File: config.mk
export PLATFORM = sky130hd
export DESIGN_NAME = fpu_fpadd_pipe_flat
export DESIGN_NICKNAME = d
export VERILOG_FILES = /design/src/rtl/fpu_fpadd_pipe_if.sv /design/src/rtl/fpu_fpadd_pipe.sv /design/src/flat_wrapper.sv
export SDC_FILE = /design/constraint.sdc
export NUM_CORES = 1
export LEC_CHECK = 0
export BUFFER_PORTS_ARGS = -buffer_cell sky130_fd_sc_hd__buf_2
export CAP_MARGIN = 20
export CORE_MARGIN = 4
export CORE_UTILIZATION = 35
export CTS_CLUSTER_DIAMETER = 60
export DETAILED_ROUTE_END_ITERATION = 12
export PLACE_DENSITY = 0.52
export RECOVER_POWER = 50
export SLEW_MARGIN = 20
export SYNTH_ARGS = -nofsm -noshare
export SYNTH_HDL_FRONTEND = slang
export SYNTH_SLANG_ARGS = --single-unit
export TNS_END_PERCENT = 5
File: constraint.sdc
create_clock -name clk -period 20 [get_ports clk]
set_input_delay 3 -clock clk [delete_from_list [all_inputs] [get_ports clk]]
set_output_delay 3 -clock clk [all_outputs]
set_load 0.02 [all_outputs]
File: src/rtl/fpu_fpadd_pipe_if.sv
// Operand/result handshake bundle for fpu_fpadd_pipe.
//   master: producer/consumer side (drives operands and out_ready)
//   slave : adder side (drives in_ready and results)
//   in_valid/in_ready : operand handshake; do_sub selects srca - srcb
//   srca/srcb         : {sign, exponent, fraction} words, W = 1+EXP_W+FRAC_W
//   in_tag/out_tag    : sideband tag, returned alongside its result
//   out_valid/out_ready, dst, flags {invalid, overflow, underflow, inexact}
interface fpu_fpadd_pipe_if #(
  parameter int EXP_W  = 8,
  parameter int FRAC_W = 23,
  parameter int TAG_W  = 4
);
  localparam int W = 1 + EXP_W + FRAC_W;

  logic             in_valid;
  logic             in_ready;
  logic             do_sub;
  logic [W-1:0]     srca;
  logic [W-1:0]     srcb;
  logic [TAG_W-1:0] in_tag;
  logic             out_valid;
  logic             out_ready;
  logic [W-1:0]     dst;
  logic [TAG_W-1:0] out_tag;
  logic [3:0]       flags;

  modport master (
    output in_valid, do_sub, srca, srcb, in_tag, out_ready,
    input  in_ready, out_valid, dst, out_tag, flags
  );

  modport slave (
    input  in_valid, do_sub, srca, srcb, in_tag, out_ready,
    output in_ready, out_valid, dst, out_tag, flags
  );
endinterface

File: src/rtl/fpu_fpadd_pipe.sv
// Three-stage pipelined floating-point adder/subtractor, round-to-nearest-even.
//   S1: unpack, special-case detect, magnitude compare/swap, align with G/R/S
//   S2: sign-magnitude add, carry / leading-zero normalise
//   S3: round, overflow/underflow handling, pack (this is the output register)
// Ports: clk, reset (sync, active high), bus (fpu_fpadd_pipe_if.slave).
// Stall is global: every stage advances only when the output slot is free or
// being consumed, so in_ready is the same signal.
module fpu_fpadd_pipe #(
  parameter int EXP_W  = 8,
  parameter int FRAC_W = 23,
  parameter int TAG_W  = 4
) (
  input logic             clk,
  input logic             reset,
  fpu_fpadd_pipe_if.slave bus
);
  localparam int W      = 1 + EXP_W + FRAC_W;
  localparam int SW     = FRAC_W + 4;          // hidden + fraction + G/R/S
  localparam int XW     = EXP_W + 2;           // signed exponent with headroom
  localparam int LZ_W   = $clog2(SW + 1);
  localparam int STAGES = 3;
  localparam logic [EXP_W-1:0] EXP_ONES = '1;
  localparam logic [XW-1:0]    EMAX     = XW'((1 << EXP_W) - 1);
  localparam logic [W-1:0]     QNAN     = {1'b0, EXP_ONES, 1'b1, {(FRAC_W-1){1'b0}}};

  typedef struct packed {
    logic              spec;
    logic [W-1:0]      spec_res;
    logic [3:0]        spec_flags;
    logic              sign;
    logic              zsign;      // sign to use if the sum is exactly zero
    logic              eff_sub;
    logic [EXP_W-1:0]  exp;
    logic [SW-1:0]     siga;       // larger magnitude
    logic [SW-1:0]     sigb;       // smaller magnitude, aligned
    logic [TAG_W-1:0]  tag;
  } s1_t;

  typedef struct packed {
    logic              spec;
    logic [W-1:0]      spec_res;
    logic [3:0]        spec_flags;
    logic              sign;
    logic              zsign;
    logic              zero;
    logic [XW-1:0]     exp;        // two's complement
    logic [SW-1:0]     m;          // normalised: m[SW-1] is the hidden bit
    logic [TAG_W-1:0]  tag;
  } s2_t;

  logic [STAGES:1]  vld_pipe_q;
  logic             advance;
  s1_t              s1_d, s1_q;
  s2_t              s2_d, s2_q;
  logic [W-1:0]     dst_d, dst_q;
  logic [TAG_W-1:0] tag_d, tag_q;
  logic [3:0]       flags_d, flags_q;

  assign advance       = !vld_pipe_q[STAGES] || bus.out_ready;
  assign bus.in_ready  = advance;
  assign bus.out_valid = vld_pipe_q[STAGES];
  assign bus.dst       = dst_q;
  assign bus.out_tag   = tag_q;
  assign bus.flags     = flags_q;

  // ---------------- S1 ----------------
  logic                    sa, sb, za, zb, infa, infb, nana, nanb, snana, snanb, a_big, z_sml;
  logic [EXP_W-1:0]        ea, eb, diff;
  logic [FRAC_W-1:0]       fa, fb;
  logic [W-2:0]            mag_a, mag_b;
  logic [SW-1:0]           sig_a, sig_b, sig_sml, aligned;
  logic [2*SW-2:0]         wide;

  always_comb begin
    s1_d  = '0;
    sa    = bus.srca[W-1];
    sb    = bus.srcb[W-1] ^ bus.do_sub;
    ea    = bus.srca[W-2 -: EXP_W];
    eb    = bus.srcb[W-2 -: EXP_W];
    fa    = bus.srca[FRAC_W-1:0];
    fb    = bus.srcb[FRAC_W-1:0];
    za    = (ea == '0);                // denormals collapse to zero
    zb    = (eb == '0);
    infa  = (ea == EXP_ONES) && (fa == '0);
    infb  = (eb == EXP_ONES) && (fb == '0);
    nana  = (ea == EXP_ONES) && (fa != '0);
    nanb  = (eb == EXP_ONES) && (fb != '0);
    snana = nana && !fa[FRAC_W-1];
    snanb = nanb && !fb[FRAC_W-1];
    mag_a = za ? '0 : bus.srca[W-2:0];
    mag_b = zb ? '0 : bus.srcb[W-2:0];
    a_big = (mag_a >= mag_b);
    sig_a = za ? '0 : {1'b1, fa, 3'b000};
    sig_b = zb ? '0 : {1'b1, fb, 3'b000};
    sig_sml = a_big ? sig_b : sig_a;
    z_sml   = a_big ? zb : za;
    diff    = a_big ? (ea - eb) : (eb - ea);
    // Shift into a double-width window; everything below the R position
    // folds into the sticky bit.
    wide = {sig_sml, {(SW-1){1'b0}}} >> diff;
    if (32'(diff) >= SW - 1) begin
      aligned = {{(SW-1){1'b0}}, ~z_sml};
    end else begin
      aligned    = wide[2*SW-2 -: SW];
      aligned[0] = aligned[0] | (|wide[SW-2:0]);
    end

    s1_d.spec = nana | nanb | infa | infb;
    if (nana || nanb) begin
      s1_d.spec_res   = QNAN;
      s1_d.spec_flags = {snana | snanb, 3'b000};
    end else if (infa && infb && (sa != sb)) begin
      s1_d.spec_res   = QNAN;
      s1_d.spec_flags = 4'b1000;
    end else if (infa) begin
      s1_d.spec_res = {sa, EXP_ONES, {FRAC_W{1'b0}}};
    end else if (infb) begin
      s1_d.spec_res = {sb, EXP_ONES, {FRAC_W{1'b0}}};
    end
    s1_d.sign    = a_big ? sa : sb;
    s1_d.zsign   = sa & sb;            // only (-0)+(-0) keeps a negative zero
    s1_d.eff_sub = sa ^ sb;
    s1_d.exp     = a_big ? ea : eb;
    s1_d.siga    = a_big ? sig_a : sig_b;
    s1_d.sigb    = aligned;
    s1_d.tag     = bus.in_tag;
  end

  // ---------------- S2 ----------------
  logic [SW:0]     sum;
  logic [LZ_W-1:0] lz;
  logic            found;

  always_comb begin
    s2_d            = '0;
    s2_d.spec       = s1_q.spec;
    s2_d.spec_res   = s1_q.spec_res;
    s2_d.spec_flags = s1_q.spec_flags;
    s2_d.sign       = s1_q.sign;
    s2_d.zsign      = s1_q.zsign;
    s2_d.tag        = s1_q.tag;
    // Operands are pre-ordered by magnitude so the difference is never negative.
    sum = s1_q.eff_sub ? ({1'b0, s1_q.siga} - {1'b0, s1_q.sigb})
                       : ({1'b0, s1_q.siga} + {1'b0, s1_q.sigb});
    lz    = '0;
    found = 1'b0;
    for (int i = SW - 1; i >= 0; i--) begin
      if (!found) begin
        if (sum[i]) found = 1'b1;
        else        lz    = lz + LZ_W'(1);
      end
    end
    s2_d.zero = (sum == '0);
    if (sum[SW]) begin
      s2_d.m   = {sum[SW:2], sum[1] | sum[0]};
      s2_d.exp = {2'b00, s1_q.exp} + XW'(1);
    end else begin
      s2_d.m   = sum[SW-1:0] << lz;
      s2_d.exp = {2'b00, s1_q.exp} - XW'(lz);
    end
  end

  // ---------------- S3 ----------------
  logic              rnd_up, inexact;
  logic [FRAC_W+1:0] mant;
  logic [XW-1:0]     e_r;
  logic [FRAC_W-1:0] frac_r;

  always_comb begin
    inexact = |s2_q.m[2:0];
    rnd_up  = s2_q.m[2] & (s2_q.m[1] | s2_q.m[0] | s2_q.m[3]);
    mant    = {1'b0, s2_q.m[SW-1:3]} + {{(FRAC_W+1){1'b0}}, rnd_up};
    e_r     = s2_q.exp + XW'(mant[FRAC_W+1]);
    frac_r  = mant[FRAC_W+1] ? mant[FRAC_W:1] : mant[FRAC_W-1:0];
    tag_d   = s2_q.tag;
    if (s2_q.spec) begin
      dst_d   = s2_q.spec_res;
      flags_d = s2_q.spec_flags;
    end else if (s2_q.zero) begin
      dst_d   = {s2_q.zsign, {(W-1){1'b0}}};
      flags_d = 4'b0000;
    end else if ($signed(e_r) >= $signed(EMAX)) begin
      dst_d   = {s2_q.sign, EXP_ONES, {FRAC_W{1'b0}}};
      flags_d = 4'b0101;
    end else if ($signed(e_r) < $signed(XW'(1))) begin
      dst_d   = {s2_q.sign, {(W-1){1'b0}}};
      flags_d = 4'b0011;
    end else begin
      dst_d   = {s2_q.sign, e_r[EXP_W-1:0], frac_r};
      flags_d = {3'b000, inexact};
    end
  end

  // Reset wins over advance, so an operand accepted in the reset cycle is dropped.
  always_ff @(posedge clk) begin
    if (reset) begin
      vld_pipe_q <= '0;
      s1_q       <= '0;
      s2_q       <= '0;
      dst_q      <= '0;
      tag_q      <= '0;
      flags_q    <= '0;
    end else if (advance) begin
      vld_pipe_q <= {vld_pipe_q[STAGES-1:1], bus.in_valid};
      s1_q       <= s1_d;
      s2_q       <= s2_d;
      dst_q      <= dst_d;
      tag_q      <= tag_d;
      flags_q    <= flags_d;
    end
  end
endmodule

File: src/flat_wrapper.sv
// flat-port wrapper written by rule: the top's interface ports become plain ports
module fpu_fpadd_pipe_flat 
#(
  parameter int EXP_W  = 8,
  parameter int FRAC_W = 23,
  parameter int TAG_W  = 4
)
  (clk, reset, bus_in_valid, bus_do_sub, bus_srca, bus_srcb, bus_in_tag, bus_out_ready, bus_in_ready, bus_out_valid, bus_dst, bus_out_tag, bus_flags);
  fpu_fpadd_pipe_if #(.EXP_W(EXP_W), .FRAC_W(FRAC_W), .TAG_W(TAG_W)) bus_i ();
  input logic clk;
  input logic reset;
  input wire logic [$bits(bus_i.in_valid)-1:0] bus_in_valid;
  input wire logic [$bits(bus_i.do_sub)-1:0] bus_do_sub;
  input wire logic [$bits(bus_i.srca)-1:0] bus_srca;
  input wire logic [$bits(bus_i.srcb)-1:0] bus_srcb;
  input wire logic [$bits(bus_i.in_tag)-1:0] bus_in_tag;
  input wire logic [$bits(bus_i.out_ready)-1:0] bus_out_ready;
  output wire logic [$bits(bus_i.in_ready)-1:0] bus_in_ready;
  output wire logic [$bits(bus_i.out_valid)-1:0] bus_out_valid;
  output wire logic [$bits(bus_i.dst)-1:0] bus_dst;
  output wire logic [$bits(bus_i.out_tag)-1:0] bus_out_tag;
  output wire logic [$bits(bus_i.flags)-1:0] bus_flags;
  assign bus_i.in_valid = bus_in_valid;
  assign bus_i.do_sub = bus_do_sub;
  assign bus_i.srca = bus_srca;
  assign bus_i.srcb = bus_srcb;
  assign bus_i.in_tag = bus_in_tag;
  assign bus_i.out_ready = bus_out_ready;
  assign bus_in_ready = bus_i.in_ready;
  assign bus_out_valid = bus_i.out_valid;
  assign bus_dst = bus_i.dst;
  assign bus_out_tag = bus_i.out_tag;
  assign bus_flags = bus_i.flags;
  fpu_fpadd_pipe #(.EXP_W(EXP_W), .FRAC_W(FRAC_W), .TAG_W(TAG_W)) u_core (.clk(clk), .reset(reset), .bus(bus_i));
endmodule
# Word level (Yosys, flattened, before mapping)
# Index checks and enable logic that the tools add are counted.
dict set report totals {
  reg_bits 230
  word_cells 232
}
dict set report op_classes {
  addsub 34
  magnitude_cmp 4
  n_eq_ne 3
  shifts 2
  n_mux 131
  n_bitwise 13
  reduce_logical 22
}
# cell count
set op_table {}
lappend op_table {{two-way mux 5 bit} 52}
lappend op_table {{two-way mux 32 bit} 5}
lappend op_table {{two-way mux 27 bit} 5}
lappend op_table {{adder 5 x 1 -> 5 bit (second input constant)} 25}
lappend op_table {{two-way mux 31 bit} 4}
lappend op_table {{two-way mux 1 bit} 54}
lappend op_table {{right shift 53 x 8 -> 53 bit} 1}
lappend op_table {{zero test 23 bit} 2}
lappend op_table {{nonzero test 23 bit} 2}
lappend op_table {{two-way mux 37 bit} 1}
lappend op_table {{two-way mux 36 bit} 1}
lappend op_table {{greater-or-equal comparator 31 bit} 1}
lappend op_table {{adder 27 x 27 -> 28 bit} 1}
lappend op_table {{zero test 28 bit} 1}
lappend op_table {{two-way mux 28 bit} 1}
lappend op_table {{subtractor 27 x 27 -> 28 bit} 1}
lappend op_table {{left shift 27 x 5 -> 27 bit} 1}
lappend op_table {{OR reduction 26 bit} 1}
lappend op_table {{adder 24 x 1 -> 25 bit} 1}
lappend op_table {{two-way mux 23 bit} 1}
lappend op_table {{equality test 8 bit (second input constant)} 2}
lappend op_table {{zero test 8 bit} 2}
lappend op_table {{two-way mux 4 bit} 4}
lappend op_table {{two-way mux 8 bit} 2}
lappend op_table {{18 further kinds} 38}

# Depth between registers and ports, before layout
dict set report logic_depth {
  word_depth 83
  ltp_mapped 95
}

# Worst setup path before layout
# OpenSTA, ideal clock, no wires.
dict set report synth_timing {
  path_type {register to register}
  start {register u_core.s1_q[4] (netlist name)}
  end {register u_core.s2_q[38] (netlist name)}
  setup_time_ns 0.070
  t_arrival_ns 16.685
  required_time_ns 19.930
  slack_ns 3.244
  path_stages_with_launch 94
  cell_sequence {dfxtp_1 > buf_2 > inv_1 > ha_1 > nand2b_1 > nor2b_1 > and2_1 > nand2_1 > nor2_1 > a21oi_1 > nor2_1 > o21ai_0 > xnor2_1 > ha_1 > and3_1 > a211o_1 > a21oi_1 > inv_1 > [58 not listed] > ha_1 > a21oi_1 > a21oi_1 > ha_1 > and3_1 > a211oi_2 > clkbuf_1 > buf_2 > ha_1 > a21o_1 > a21o_1 > a21o_1 > a211o_1 > nor3_1 > a31oi_1 > xnor2_1 > nand2_1 > a21oi_1}
}
dict set report synth_between {
  elab_chain_len 83
  word_cells_on_any_way 135
  cone_classes {add/sub: 29; mux: 106}
}
# item line
set synth_lines {}
lappend synth_lines {{start: declaration} fpu_fpadd_pipe.sv:53} ;# s1_t s1_d, s1_q;
lappend synth_lines {{start signal: assignment} fpu_fpadd_pipe.sv:198} ;# s1_q <= '0;
lappend synth_lines {{start signal: assignment} fpu_fpadd_pipe.sv:205} ;# s1_q <= s1_d;
lappend synth_lines {{adder 27 x 27 -> 28 bit / subtractor 27 x 27 -> 28 bit (equally long branches)} {fpu_fpadd_pipe.sv:144, fpu_fpadd_pipe.sv:143}}
lappend synth_lines {{two-way mux 28 bit *} fpu_fpadd_pipe.sv:143} ;# sum = s1_q.eff_sub ? ({1'b0, s1_q.siga} - {1'b0, s1_q.sigb})
lappend synth_lines {{two-way mux 1 bit} fpu_fpadd_pipe.sv:149} ;# if (sum[i]) found = 1'b1;
lappend synth_lines {{adder 1 x 1 -> 2 bit} fpu_fpadd_pipe.sv:150} ;# else lz = lz + LZ_W'(1);
lappend synth_lines {{two-way mux 5 bit} fpu_fpadd_pipe.sv:149}
lappend synth_lines {{two-way mux 5 bit} fpu_fpadd_pipe.sv:148} ;# if (!found) begin
lappend synth_lines {{adder 5 x 1 -> 5 bit} fpu_fpadd_pipe.sv:150}
lappend synth_lines {{two-way mux 5 bit} fpu_fpadd_pipe.sv:149}
lappend synth_lines {{[67 not listed]} -}
lappend synth_lines {{adder 5 x 1 -> 5 bit} fpu_fpadd_pipe.sv:150}
lappend synth_lines {{two-way mux 5 bit} fpu_fpadd_pipe.sv:149}
lappend synth_lines {{two-way mux 5 bit} fpu_fpadd_pipe.sv:148}
lappend synth_lines {{adder 5 x 1 -> 5 bit} fpu_fpadd_pipe.sv:150}
lappend synth_lines {{two-way mux 5 bit} fpu_fpadd_pipe.sv:149}
lappend synth_lines {{two-way mux 5 bit} fpu_fpadd_pipe.sv:148}
lappend synth_lines {{subtractor 8 x 5 -> 9 bit} fpu_fpadd_pipe.sv:159} ;# s2_d.exp = {2'b00, s1_q.exp} - XW'(lz);
lappend synth_lines {{two-way mux 37 bit *} fpu_fpadd_pipe.sv:154} ;# if (sum[SW]) begin
lappend synth_lines {{end signal: assignment} fpu_fpadd_pipe.sv:199} ;# s2_q <= '0;
lappend synth_lines {{end signal: assignment} fpu_fpadd_pipe.sv:206} ;# s2_q <= s2_d;
lappend synth_lines {{end: declaration} fpu_fpadd_pipe.sv:54} ;# s2_t s2_d, s2_q;
# Every way passes the cells marked *; elsewhere a longest branch is shown, timed or not.
# A chain may end at the register's enable or synchronous reset.

# Final worst setup path
dict set report layout_timing {
  start {register u_core.s1_q[4] (netlist name)}
  end {register u_core.s2_q[37] (netlist name)}
}
# The elaborated chain is that of the path after synthesis.

==> metrics.txt <==
antenna viol nets, final 0; most used flip-flop cell after synthesis dfxtp_1; CP max FO 19; CP required 20,230 ps; Setup crit end kind flop; Die W 232.4 um; die height 232.4 um; PwrDens 148.3 nW/um^2; Critical Path Start u_core.s1_q[4]; placed cell count 3,124; ANT cells 0; Worst-path clk slew 70 ps; vias in the first global route 17.41k; crit start category flop; Flop pwr share 15.5%; # resized after CTS 0; Worst EP arrival 18,750 ps; Skew-Pair Late Insertion Delay 460 ps; post-route non-filler standard cell count 3,156; status finished with violations; Cell Area, Synth 17,620 um^2; number of vias in the routed layout 18.43k; Rows 81; initial antenna violation count 0; most frequent CP cell ha_1; GPL Wtd Cong 0.9423; Final Util 38.97%; wire per inst 19.42 um; first-pass GRT wire length 96.30 mm; synth warn 0; Setup Skew 10.92 ps; fin crit share 92.59%; post-synthesis instance total 2,467; sw frac 54.59%; setup TNS 0 ps; syn nets 2,647; slew margin rel. -79.99%; area of the core 49,360 um^2; register area share after synthesis 18.52%; CP max stage cell xnor3_4; Worst Max-Slew Pin Slew 2700 ps; clk root buf clkbuf_16; Hold Violations, Final 0; DRC viols 0; part of the power in combinational logic 73.0%; Max-Cap Viols 3; CTS Sinks 163; Largest stage delay, worst path 520 ps; drt pass-1 iters 5; share of cells above drive strength 1 9.631%; Syn Area/Cell 7.142 um^2; worst r2r src u_core.s1_q[4]; H-tree Lvls 4; Buf+Inv Stages, Crit Path 3; CP Class reg2reg; 1st-iter DRT viols 1,510; largest net degree at the start of global routing 77; worst min-delay path startpoint u_core.bus.out_tag[0]; Clock Tree Buf Depth 2; NetSw 0.001557 W; Tot GR Track Use 21.99%; Cell Int Power 0.001295 W; synthesized flop and latch total 163; FF/Latch Area 3263 um^2; Leak 7.683 nW; fillers 5,321; CTS tree built; post-route design area 19,240 um^2; Final Setup Violations 0; Worst Slack Setup Final 1482 ps; failing checks max-capacitance violations, max-slew violations; Multi-input gate area 13,440 um^2; nets 2,659; die area 53,990 um^2; number of synthesized flops with an enable pin 0; Max IR drop VDD 0.00005803 V; DP Area 18,700 um^2; min Tclk post-route 18,520 ps; Place WS 1295 ps; Post-Route WL 61.29 mm; clock share of power 11.5%; Final Max Tran Viols 167; remaining global-route overflow 0; PortBufs 114; Area growth syn-to-layout 9.182%; Worst Hold Class reg2reg; CTS Hold Bufs 0; post-CTS setup buffer count 0; RSZ-0062 raised after global routing no; fmax 54.00 MHz; dpl hpwl 48.50 mm; number of buffers created by CTS 17; Async S/R FF share, synth 0%; # IOs 115; vias per inst 5.841; Top delay family on crit path compound AO/OA/AOI/OAI gates; library cells used by synthesis 110; Initial Util 35.70%
cells in the final DEF, fill, tap and decap left out, drive strengths merged, types with 11 or more instances in the layout:
| cell type | synthesis | routed |
|---|---|---|
| a22oi | 36 | 36 |
| nand2 | 332 | 332 |
| o21a | 24 | 24 |
| o21ai | 130 | 130 |
| mux4 | 23 | 23 |
| mux2 | 14 | 14 |
| nand3 | 61 | 61 |
| xor2 | 34 | 34 |
| and2 | 38 | 38 |
| buf | 23 | 98 |
| nand2b | 16 | 16 |
| nor2b | 14 | 14 |
| o31ai | 14 | 14 |
| or3 | 13 | 13 |
| a31oi | 20 | 20 |
| o211ai | 24 | 24 |
| nand4 | 36 | 36 |
| clkbuf | 126 | 61 |
| a221oi | 20 | 20 |
| xnor2 | 86 | 86 |
| mux2i | 66 | 66 |
| a21o | 22 | 22 |
| nor3 | 78 | 78 |
| nor2 | 303 | 303 |
| a21boi | 12 | 12 |
| or4 | 11 | 11 |
| a21oi | 216 | 216 |
| ha | 104 | 104 |
| a311oi | 18 | 18 |
| or2 | 12 | 12 |
| inv | 106 | 116 |
| nor4 | 43 | 43 |
| o22ai | 18 | 18 |
| dfxtp | 163 | 163 |
| and3 | 32 | 32 |
| a211oi | 45 | 45 |
final timing paths:
kind,depth (start not counted),slack [ps],end
max,90,1480,u_core.s2_q[37]
min,2,450,u_core.bus.out_tag[0]
max reg2reg,90,1480,u_core.s2_q[37]
min reg2reg,2,450,u_core.bus.out_tag[0]
power groups by stage:
stage / logic, W / clock network, W / registers, W
2_1_floorplan: 0.00145 / 0 / 0.000453
4_1_cts: 0.00205 / 0.000336 / 0.000440
5_1_grt: 0.00227 / 0.000348 / 0.000450
3_5_place_dp: 0.00204 / 0 / 0.000448
6_report: 0.00208 / 0.000328 / 0.000442
3_3_place_gp: 0.00204 / 0 / 0.000446
metrics by stage:
| stage | power (W) | hold WS [ps] |
|---|---|---|
| finish | 0.002852 | 449.4 |
| floorplan | 0.001907 | 427.6 |
| global placement | 0.002481 | 437.6 |
| CTS | 0.002828 | 451.1 |
| detailed placement | 0.002490 | 442.9 |
| global route | 0.003065 | 472.1 |
state kept, by name, indices dropped and copies added, names as in the netlist:
signal and cells:
u_core.bus.dst 32, u_core.bus.flags 4, u_core.bus.out_tag 4, u_core.s1_q 71
u_core.s2_q 45, u_core.tag_d 4, u_core.vld_pipe_q 3
logic make-up after synthesis:
kind of cell / after synthesis / synth area share, %
fa+ha+maj: 108 / 7.784
mux: 103 / 7.585
compound gates: 690 / 25.99
buf+inv: 255 / 5.582
flops: 163 / 18.52
simple gates: 1021 / 27.33
xor+xnor: 127 / 7.208
cells in the mapped netlist (20+ instances only):
master	n	area, um^2
inv_1	105	394.1
nand3_1	61	305.3
xnor2_1	84	735.7
o21ai_0	116	580.6
a211oi_1	43	322.8
and3_1	32	200.2
o211ai_1	24	180.2
nand2_1	332	1246
a21oi_1	211	1056
mux2i_1	66	660.6
mux4_2	23	518.0
a22oi_1	35	262.8
clkbuf_1	126	473.0
nor3_1	71	355.3
xor2_1	31	271.5
nor2_1	300	1126
a31oi_1	20	125.1
and2_1	38	237.7
nor4_1	41	256.5
a21o_1	21	157.7
ha_1	104	1301
nand4_1	36	225.2
o21a_1	24	180.2
dfxtp_1	163	3263
per-layer routing:
layer / track usage [%] / vias up / routed length, um
met3: 2.269 / 93 / 2857
met2: 35.39 / 544 / 27800
met1: 30.55 / 8788 / 28640
li1: - / 9008 / -
met4: 7.939 / 0 / 1992
met5: 0 / - / 0
final cells by class:
class,instances,area share (%)
timing repair buffer,142,3.747
multi-input combinational,2049,69.85
clock inverter,15,0.8261
inverter,106,2.081
sequential,163,16.96
tap,664,4.319
clock buffer,17,2.212
worst register-to-register path: cells and delay by family (launching register included):
family / cells / cell delay, ps
xor gates and xnor gates: 6 / 1600
and+or+nand+nor: 29 / 4860
adders and majority gates: 15 / 4650
buffers and inverters: 3 / 430
DFF: 1 / 420
AOI/OAI and AO/OA: 34 / 5880
muxes: 3 / 470
No activity file was read; power rests on OpenSTA's default activity.
